--- src/rtl/wb_sdram_bridge.sv ---
// Wishbone slave front end for the SDRAM controller.
// Turns Wishbone beats into FIFO pushes/pops and controller command levels.
module wb_sdram_bridge #(
  parameter logic [31:0] ADDR_OFFSET  = 32'h0,
  parameter int unsigned READ_TIMEOUT = 1024
) (
  input  logic        clk,
  input  logic        rst,
  input  logic        i_wbs_cyc,
  input  logic        i_wbs_stb,
  input  logic        i_wbs_we,
  input  logic [3:0]  i_wbs_sel,
  input  logic [31:0] i_wbs_adr,
  input  logic [31:0] i_wbs_dat,
  output logic [31:0] o_wbs_dat,
  output logic        o_wbs_ack,
  output logic        o_wbs_int,
  output logic        wr_fifo_wr,
  output logic [31:0] wr_fifo_data,
  output logic [3:0]  wr_fifo_mask,
  input  logic        wr_fifo_full,
  output logic        rd_fifo_rd,
  input  logic [31:0] rd_fifo_data,
  input  logic        rd_fifo_empty,
  output logic        rd_fifo_reset,
  output logic        write_en,
  output logic        read_en,
  output logic [21:0] address,
  input  logic        sdram_ready
);

  typedef enum logic [2:0] {
    IDLE, WR, WR_ACK, WR_HOLD, RD_REQ, RD_CAP, RD_ACK
  } state_t;

  localparam int CW = $clog2(READ_TIMEOUT + 1);
  localparam logic [CW-1:0] TO_LAST = CW'(READ_TIMEOUT - 1);
  localparam logic [31:0] CLR_ADR = ADDR_OFFSET + 32'h003F_FFFF;

  state_t        state;
  state_t        next;
  logic [CW-1:0] cnt;
  logic          rd_acked;
  logic          req;
  logic          timeout;
  logic [21:0]   adr_map;

  assign req     = i_wbs_cyc & i_wbs_stb & sdram_ready;
  assign adr_map = 22'(i_wbs_adr - ADDR_OFFSET);

  assign wr_fifo_data = wr_fifo_wr ? i_wbs_dat : 32'h0;
  assign wr_fifo_mask = wr_fifo_wr ? ~i_wbs_sel : 4'h0;

  always_comb begin
    next          = state;
    wr_fifo_wr    = 1'b0;
    rd_fifo_rd    = 1'b0;
    rd_fifo_reset = 1'b0;
    o_wbs_ack     = 1'b0;
    write_en      = 1'b0;
    read_en       = 1'b0;
    timeout       = 1'b0;
    unique case (state)
      IDLE: begin
        if (req) begin
          if (i_wbs_we) begin
            next = WR;
          end else begin
            rd_fifo_reset = 1'b1;
            next          = RD_REQ;
          end
        end
      end
      WR: begin
        write_en = 1'b1;
        if (i_wbs_stb && sdram_ready && !wr_fifo_full) begin
          wr_fifo_wr = 1'b1;
          next       = WR_ACK;
        end
      end
      WR_ACK: begin
        write_en  = 1'b1;
        o_wbs_ack = 1'b1;
        next      = WR_HOLD;
      end
      WR_HOLD: begin
        write_en = 1'b1;
        if (!i_wbs_stb) next = WR;
      end
      RD_REQ: begin
        read_en = 1'b1;
        if (i_wbs_stb && sdram_ready && !rd_fifo_empty) begin
          rd_fifo_rd = 1'b1;
          next       = RD_CAP;
        end else if (cnt == TO_LAST) begin
          timeout = 1'b1;
          next    = RD_ACK;
        end
      end
      RD_CAP: begin
        read_en = 1'b1;
        next    = RD_ACK;
      end
      RD_ACK: begin
        read_en   = 1'b1;
        o_wbs_ack = !rd_acked;
        if (!i_wbs_stb) next = RD_REQ;
      end
      default: next = IDLE;
    endcase
    // an abandoned cycle must not complete any beat
    if (!i_wbs_cyc) begin
      next       = IDLE;
      wr_fifo_wr = 1'b0;
      rd_fifo_rd = 1'b0;
      o_wbs_ack  = 1'b0;
      timeout    = 1'b0;
    end
  end

  always_ff @(posedge clk or posedge rst) begin
    if (rst) begin
      state     <= IDLE;
      cnt       <= '0;
      rd_acked  <= 1'b0;
      address   <= 22'h0;
      o_wbs_dat <= 32'h0;
      o_wbs_int <= 1'b0;
    end else begin
      state    <= next;
      rd_acked <= (state == RD_ACK);
      if (state == IDLE && req) address <= adr_map;
      if (state == RD_REQ) cnt <= cnt + CW'(1);
      else cnt <= '0;
      if (state == RD_CAP) o_wbs_dat <= rd_fifo_data;
      else if (timeout) o_wbs_dat <= 32'h0;
      if (timeout) o_wbs_int <= 1'b1;
      else if (wr_fifo_wr && i_wbs_adr == CLR_ADR) o_wbs_int <= 1'b0;
    end
  end

endmodule

--- config.mk ---
export PLATFORM = sky130hd
export DESIGN_NAME = wb_sdram_bridge
export DESIGN_NICKNAME = d
export VERILOG_FILES = /design/src/rtl/wb_sdram_bridge.sv
export SDC_FILE = /design/constraint.sdc
export NUM_CORES = 1
export LEC_CHECK = 0
export CAP_MARGIN = 5
export CORE_ASPECT_RATIO = 1.5
export CORE_MARGIN = 2
export CORE_UTILIZATION = 34
export DETAILED_ROUTE_END_ITERATION = 10
export PLACE_DENSITY = 0.78
export SLEW_MARGIN = 10
export SYNTH_ARGS = -nofsm -noshare
export SYNTH_HDL_FRONTEND = slang
export SYNTH_SLANG_ARGS = --single-unit
--- constraint.sdc ---
create_clock -name clk -period 1.9 [get_ports clk]
set_input_delay 0.19 -clock clk [delete_from_list [all_inputs] [get_ports clk]]
set_output_delay 0.19 -clock clk [all_outputs]
set_load 0.005 [all_outputs]
# Word level (Yosys, flattened, before mapping)
# Index checks and enable logic that the tools add are counted.
# op_classes
addsub	1
n_eq_ne	13
n_mux	33
bitwise_logic	3
reduce_logical	14
# op_table
operator	n
$mux W32	3
$eq A32 B22 Y1 const B	1
$mux W3	8
$pmux W3 S7	1
$mux W1	18
$ne A3 B3 Y1 const B	4
$add A11 B1 Y11 const B	1
$eq A11 B10 Y1 const B	1
$mux W11	1
$eq A3 B3 Y1 const B	3
$eq A3 B2 Y1 const B	2
$reduce_or A3 Y1	2
$logic_and A1 B1 Y1	5
$reduce_and A5 Y1	1
$mux W4	1
$ne A4 B4 Y1 const B	1
$not A4 Y4	1
$reduce_bool A2 Y1	2
$eq A3 B1 Y1 const B	1
$logic_not A1 Y1	3
$logic_not A3 Y1	1
$and A1 B1 Y1	2
$pmux W1 S2	1
# word_totals
register_bits	70
in_bits	108
output_inout_bits	97
elab_cells	70

# Depth between registers and ports, before layout
# Gate-level depths: netlist (run 1).
# logic_depth
depth_word	8
mapped_depth	7
depth_no_buf	5

# Least setup slack after synthesis (run 1)
# OpenSTA, ideal clock, no wires.
# synth_path
path_type	register -> register
from	reg state[2]
to	reg address[0]
setup_ns	0.125
arrival_time_ns	1.657
required_ns	1.775
setup_slack_ns	0.118
stages_incl_launch_ff	6
path_buffers	2
period_less_slack_ns	1.782
path_cell_list	dfrtp_1 > buf_6 > or3b_4 > nor3_4 > buf_6 > mux2_2
# synth_between
elab_chain_len	2
# synth_lines
item	line_no	text
start: declaration	40	state_t state;
start signal: assignment	130	state <= next;
$logic_not A3 Y1	132	if (state == IDLE && req) address <= adr_map;
$logic_and A1 B1 Y1	132	
end signal: assignment	132	
end: declaration	28	output logic [21:0] address,
# No other way between the ends.
# A chain may end at the register's enable or synchronous reset.

# Worst setup path after layout (run 1)
# layout_path
from	reg state[2]
to	out wr_fifo_data[15]
# layout_between
elab_chain_len	4
# layout_lines
item	line_no	text
$eq A3 B1 Y1	63	unique case (state)
$mux W1	63	
$mux W1	112	if (!i_wbs_cyc) begin
$mux W32	51	assign wr_fifo_data = wr_fifo_wr ? i_wbs_dat : 32'h0;
end: declaration	19	output logic [31:0] wr_fifo_data,
# No other way between the ends.

==> summary.md, run 1 <==
| Metric | Value |
|---|---|
| Outcome | finished with violations |
| Failing checks | setup timing |
| Final Hold Viols | 0 |
| Synth Net Count | around 450 |
| Worst-path cell chain | or3b_4 > nor4_4 > buf_4 > buf_6 > buf_6 > buf_6 > and2_4 > buf_6 |
| First-pass iteration count of the detailed router | 4 |
| Die W | roughly 85 um |
| Worst path arrival time | ~2100 ps |
| Relative slew margins | 73.9% |
| Final setup viols | 60 |
| Most frequent cells in the layout | 163 x clkdlybuf4s50_1, 71 x nand2_1, 70 x dfrtp_1, 45 x buf_6, 35 x o21ai_0 |
| Final Cell Area | between 0.006 and 0.007 mm2 |
| Max Slew Vio Count | 0 |
| Final Critical Period | approximately 2300 ps |
| Reg clk slew, reported paths | 60 ps |
| Max_cap viols | 0 |
| Leakage power figure | 2.85 nW |
| Clk buf depth | 2 |
| Detailed Route WL | 11600 um |
| Crit path from | state[2]$_DFFE_PP0P_ |
| Final #Nets | 691 |
| Overflow after GRT | 0 |
| CP delay by family, top | simple AND/OR/NAND/NOR gates |
| Clock tree sinks | 70 |
| Num rows | 44 |
| Largest net degree at the start of global routing | 33 |
| DR WL/cell | ~16 um |
| Final hold slack | 215 ps |
| Final Wtd Congestion | a little over 0.9 |
| Core area | between 0.009 and 0.01 mm2 |
| Synth async-reset ratio | between 90% and 100% |
| Register bit total from synthesis | 70 |
| Maximum VDD drop | approximately 0.74 mV |
| Vias in the first global route | between 3000 and 4000 |
| Layout cell share with drive strength beyond 1 | 28.8% |
| Worst EP required | 1710 ps |
| CTS tree | yes |
| Worst reg2reg path endpoint | address[15]$_DFFE_PP0P_ |
| FF-to-FF Start | state[2]$_DFFE_PP0P_ |
| Synth Flop Type | dfrtp_1 |
| IO Pins | 205 |
| Initial Util | between 30% and 40% |
| Post-route clock period utilization | 119% |
| EDFF count, synth | 0 |
| Tot Pwr | 0.00703 W |
| Crit start category | flip-flop |
| Ant diodes | 0 |
| CP endpoint kind | output port |
| Slowest cell on crit path | or3b_4 |
| Syn Area/Cell | 9.90 um2 |
| Buffers & Inverters on Critical Path | 5 |
| CP max FO | 5 |
| Post-DRT Antenna Nets | 0 |
| CTS Hold Bufs | 0 |
| Die H | 125 um |
| Clock Skew | 6.27 ps |
| Fillers | 750 |
| Via count | 3468 |
| Levels on crit path | 8 |
| Max incr delay on CP | 420 ps |
| Initial antenna violation count | 0 |
| Crit path setup slack, layout | -365 ps |
| First-pass GRT wire length | 17800 um |
| FF-to-FF path depth | 7 |
| Peak Freq | approximately 0.44 GHz |
| Yosys cell types | 42 |
| YS warnings | 0 |
| Max H-tree Level | 3 |
| Most frequent cell on the critical path | buf_6 |
| CTS root buf | clkbuf_16 |
| Netlist Area Pre-Place | approximately 0.0033 mm2 |
| Yosys top cell by area | dfrtp_1 |
| Synth area leaders | dfrtp_1 52%, nand2_1 8.0%, mux2_2 7.4% |
| Seq/Total Area, Yosys | a little over half |
| Slew @ Worst Pin | 391 ps |
| Worst setup endpoint | wr_fifo_data[15] |
| DPL Wire Length | approximately 8100 um |
| Mapped Cells | 337 |
| Routed vias/inst | 4.94 |
| Power per Cell Area | 1080 mW/mm2 |
| GRT Util Overall | 20.9% |
| Buffers on Ports | 204 |
| Worst R2R Setup Slack | -90 ps |
| Setup TNS | -12450 ps |
| Commonest non-fill, non-tap cell in the layout | clkdlybuf4s50_1 |
| Crit path kind | flip-flop to output port |
| Clock latency on the worst-skew pair | 320 ps |
| Area growth syn-to-layout | 94.5% |
| Die area | between 0.01 and 0.015 mm2 |
| Worst hold path class | input pin to asynchronous set/reset pin |
| Inserted Clock Buffers | 9 |
| Final Util | between 60% and 70% |
| RSZ-0062 raised after global routing | true |
| Dpl cell area | 0.00566 mm2 |
| Drc violations | 0 |
| Area share of the largest cell type after synthesis | 52.5% |
| Initial DRC count | 127 |
[what timing repair did]
| action | in CTS | in global routing |
|---|---|---|
| pin swaps | 16 | 20 |
| setup endpoints to repair | 41 | 41 |
| resized for setup | 204 | 58 |
| setup buffers | 15 | 4 |
| gates cloned | 7 | 2 |
| endpoints found under the hold margin | 0 | 0 |
[power breakdown]
group | internal, W | switching [W] | leakage, nW
sequential | 0.00209 | 0.000324 | 0.830
clock | 0.00102 | 0.000627 | 0.139
combinational | 0.00192 | 0.00105 | 1.88
[state kept, by name, indices dropped and copies added (netlist names)]
name and count:
state 3, address 22, rd_acked 1, o_wbs_int 1
o_wbs_dat 32, cnt 11
[Yosys cell counts (2+ instances only)]
cell      number
a211oi_1       2
a21oi_1        6
and2_1        34
and3_1         3
buf_2          8
buf_6          4
clkbuf_1       3
clkbuf_2       5
dfrtp_1       70
inv_1          4
mux2_2        22
nand2_1       71
nand3_1        3
nand4_1       10
nor2_1        11
nor2b_1        5
nor3_1         4
nor4_1         5
o21a_1         2
o21ai_0       35
o31ai_1        2
or3_1          3
xnor2_1        2
xor2_1         5
[metal layers]
metal | wire length (um) | share of wire (%) | vias up | GRT usage [%]
met4 | 166 | 1.4 | 0 | 6.72
met5 | 0 | 0 | - | 0
met3 | 595 | 5.1 | 15 | 3.70
met2 | 6330 | 55 | 134 | 37.1
li1 | - | - | 1637 | -
met1 | 4490 | 39 | 1682 | 25.4
[worst min-delay path by stage]
stage	slack, ps	cells past startpoint	startpoint	to
after CTS	210	2	rst	address[19]$_DFFE_PP0P_
after global routing	230	2	rst	address[19]$_DFFE_PP0P_
after detailed placement	450	1	cnt[0]$_DFF_PP0_	cnt[0]$_DFF_PP0_
after global placement	430	1	cnt[0]$_DFF_PP0_	cnt[0]$_DFF_PP0_
final	220	2	rst	address[19]$_DFFE_PP0P_
after floorplan	310	2	rd_fifo_data[0]	o_wbs_dat[0]$_DFFE_PP0P_
[metrics by stage]
stage | setup WS, ps | cells
floorplan | 118 | 337
global placement | -531 | 663
detailed placement | -561 | 663
CTS | -338 | 700
global route | -455 | 702
finish | -365 | 702
[cell families (layout without fill, tap and decap cells)]
family	after synthesis	after routing	synth area share, %
adder cells (fa/ha/maj)	1	1	0.375
AO/OA/AOI/OAI	54	54	9.22
buffers and inverters	24	274	4.09
XOR/XNOR	7	7	1.84
multiplexers	22	22	7.42
flip-flops	70	70	52.5
AND/OR/NAND/NOR	159	159	24.6
[layout make-up]
class                           count  area (um2)  area share (%)
Timing Repair Buffer              254        2630            40.6
Sequential cell                    70        1750            27.0
Multi-Input combinational cell    243        1640            25.3
Clock buffer                       10         229            3.53
Tap cell                          115         144            2.22
Clock inverter                      6        71.3            1.10
Inverter                            4        18.8           0.289
(Power assumes the default switching activity.)
==> run 2, diff against run 1 <==
--- a/config.mk
+++ b/config.mk
@@ -5,11 +5,11 @@
 export SDC_FILE = /design/constraint.sdc
 export NUM_CORES = 1
 export LEC_CHECK = 0
-export CAP_MARGIN = 5
 export CORE_ASPECT_RATIO = 1.5
 export CORE_MARGIN = 2
 export CORE_UTILIZATION = 34
 export DETAILED_ROUTE_END_ITERATION = 10
+export MAX_ROUTING_LAYER = met4
 export PLACE_DENSITY = 0.78
 export SLEW_MARGIN = 10
 export SYNTH_ARGS = -nofsm -noshare
==> summary.md, run 2 (synthesis results as in run 1) <==
| Metric | Value |
|---|---|
| Clock Skew | 5.80 ps |
| Crit path kind | flip-flop to output port |
| FF-to-FF Start | state[2]$_DFFE_PP0P_ |
| First-pass iteration count of the detailed router | 4 |
| Largest net degree at the start of global routing | 33 |
| Max FFs per register | 32 |
| CP endpoint kind | output port |
| Final Hold Viols | 0 |
| GRT Util Overall | 21.6% |
| Via count | ~3500 |
| Final Critical Period | 2260 ps |
| Crit path setup slack, layout | -357 ps |
| Most frequent cells in the layout | 163 x clkdlybuf4s50_1, 71 x nand2_1, 70 x dfrtp_1, 45 x buf_6, 35 x o21ai_0 |
| Worst R2R Setup Slack | -80 ps |
| Relative slew margins | 73.9% |
| Commonest non-fill, non-tap cell in the layout | clkdlybuf4s50_1 |
| Peak Freq | around 0.44 GHz |
| Worst hold path class | input pin to asynchronous set/reset pin |
| Ant diodes | 0 |
| Inserted Clock Buffers | 9 |
| Maximum VDD drop | roughly 0.74 mV |
| Max incr delay on CP | 420 ps |
| CP delay by family, top | simple AND/OR/NAND/NOR gates |
| Routed vias/inst | 4.96 |
| Multi-input logic area | roughly 0.0016 mm2 |
| Max_cap viols | 0 |
| IO Pins | 205 |
| Power per Cell Area | 1080 mW/mm2 |
| Regs by FF count | o_wbs_dat: 32 flops, address: 22 flops, cnt: 11 flops |
| DR WL/cell | 16.5 um |
| Met1 Wirelength | between 4000 and 5000 um |
| Slowest cell on crit path | or3b_4 |
| Setup slack at placement | -561 ps |
| Failing checks | setup timing |
| Final hold slack | 214 ps |
| Clock tree sinks | 70 |
| Die W | 84.9 um |
| Reg clk slew, reported paths | 60 ps |
| Clock latency on the worst-skew pair | between 300 and 400 ps |
| Worst EP required | 1710 ps |
| CP max FO | 5 |
| Die area | 0.0106 mm2 |
| Buffers on Ports | 204 |
| Max Slew Vio Count | 0 |
| DPL Wire Length | 8120 um |
| DR top layer | met4 |
| Vias in the first global route | roughly 3600 |
| Post-DRT Antenna Nets | 0 |
| Worst path arrival time | 2070 ps |
| RSZ-0062 raised after global routing | true |
| Drc violations | 0 |
| Overflow after GRT | 0 |
| Core area | 0.00963 mm2 |
| FF-to-FF path depth | 7 |
| Setup TNS | -12040 ps |
| Initial DRC count | 119 |
| Met2 wire len | 6330 um |
| Detailed Route WL | 11600 um |
| CTS root buf | clkbuf_16 |
| Initial Util | 34.6% |
| CTS Hold Bufs | 0 |
| Most frequent cell on the critical path | buf_6 |
| Clk buf depth | 2 |
| Largest register by flop count | o_wbs_dat |
| Post-route clock period utilization | 119% |
| Final #Nets | a little under 700 |
| First-pass GRT wire length | 17800 um |
| Die H | approximately 130 um |
| Initial antenna violation count | 0 |
| Met3 wire length | 537 um |
| Area growth syn-to-layout | 94.5% |
| Final Wtd Congestion | 0.944 |
| Crit start category | flip-flop |
| Layout cell share with drive strength beyond 1 | 28.8% |
| Worst reg2reg path endpoint | address[15]$_DFFE_PP0P_ |
| Max H-tree Level | 3 |
| Slew @ Worst Pin | 391 ps |
| Buffers & Inverters on Critical Path | 5 |
| CTS tree | yes |
| Register area | roughly 0.0018 mm2 |
| Num rows | 44 |
| Final setup viols | 60 |
| Fillers | 750 |
| Outcome | finished with violations |
| Worst-path cell chain | or3b_4 > nor4_4 > buf_4 > buf_6 > buf_6 > buf_6 > and2_4 > buf_6 |
| Leakage power figure | 2.85 nW |
[run 2: how the worst max path moves through the flow]
| stage | cells after the start | endpoint | slack (ps) | start |
|---|---|---|---|---|
| after floorplan | 5 | address[0]$_DFFE_PP0P_ | 120 | state[2]$_DFFE_PP0P_ |
| after global placement | 6 | rd_fifo_reset | -530 | i_wbs_cyc |
| after detailed placement | 6 | wr_fifo_data[17] | -560 | i_wbs_cyc |
| after CTS | 9 | wr_fifo_data[31] | -340 | state[1]$_DFFE_PP0P_ |
| after global routing | 8 | wr_fifo_data[18] | -460 | state[2]$_DFFE_PP0P_ |
| final | 8 | wr_fifo_data[15] | -360 | state[2]$_DFFE_PP0P_ |
[run 2: what timing repair did]
action	4_1_cts	5_1_grt
setup buffers	15	4
gates resized for setup	204	58
pin swaps	16	20
endpoints found under the setup margin	41	41
gates cloned	7	2
[run 2: report_power, final]
group / switching (W) / internal [W]
sequential: 0.000324 / 0.00209
combinational: 0.00105 / 0.00192
clock: 0.000629 / 0.00102
total: 0.00201 / 0.00503
[run 2: cell type report]
class | count | share of cell area [%]
clock buffers | 10 | 3.53
repair buffers | 254 | 40.6
well taps | 115 | 2.22
inverters | 4 | 0.289
multi-input cells | 243 | 25.3
flip-flops and latches | 70 | 27.0
clock inverters | 6 | 1.10
[run 2: metrics by stage]
| stage | total power [W] | cell area (um2) | utilization [%] | std cells |
|---|---|---|---|---|
| 2_1_floorplan | 0.00334 | 3340 | - | 337 |
| 3_3_place_gp | 0.00502 | 5660 | 58.8 | 663 |
| 3_5_place_dp | 0.00515 | 5660 | 58.8 | 663 |
| 4_1_cts | 0.00689 | 6230 | 64.7 | 700 |
| 5_1_grt | 0.00747 | 6490 | 67.4 | 702 |
| 6_report | 0.00704 | 6490 | 67.4 | 702 |
[run 2: layer usage]
layer / vias to the layer above / track usage [%]
met1: 1684 / 25.9
li1: 1637 / -
met2: 141 / 37.0
met5: - / -
met3: 20 / 3.56
met4: 0 / 6.63
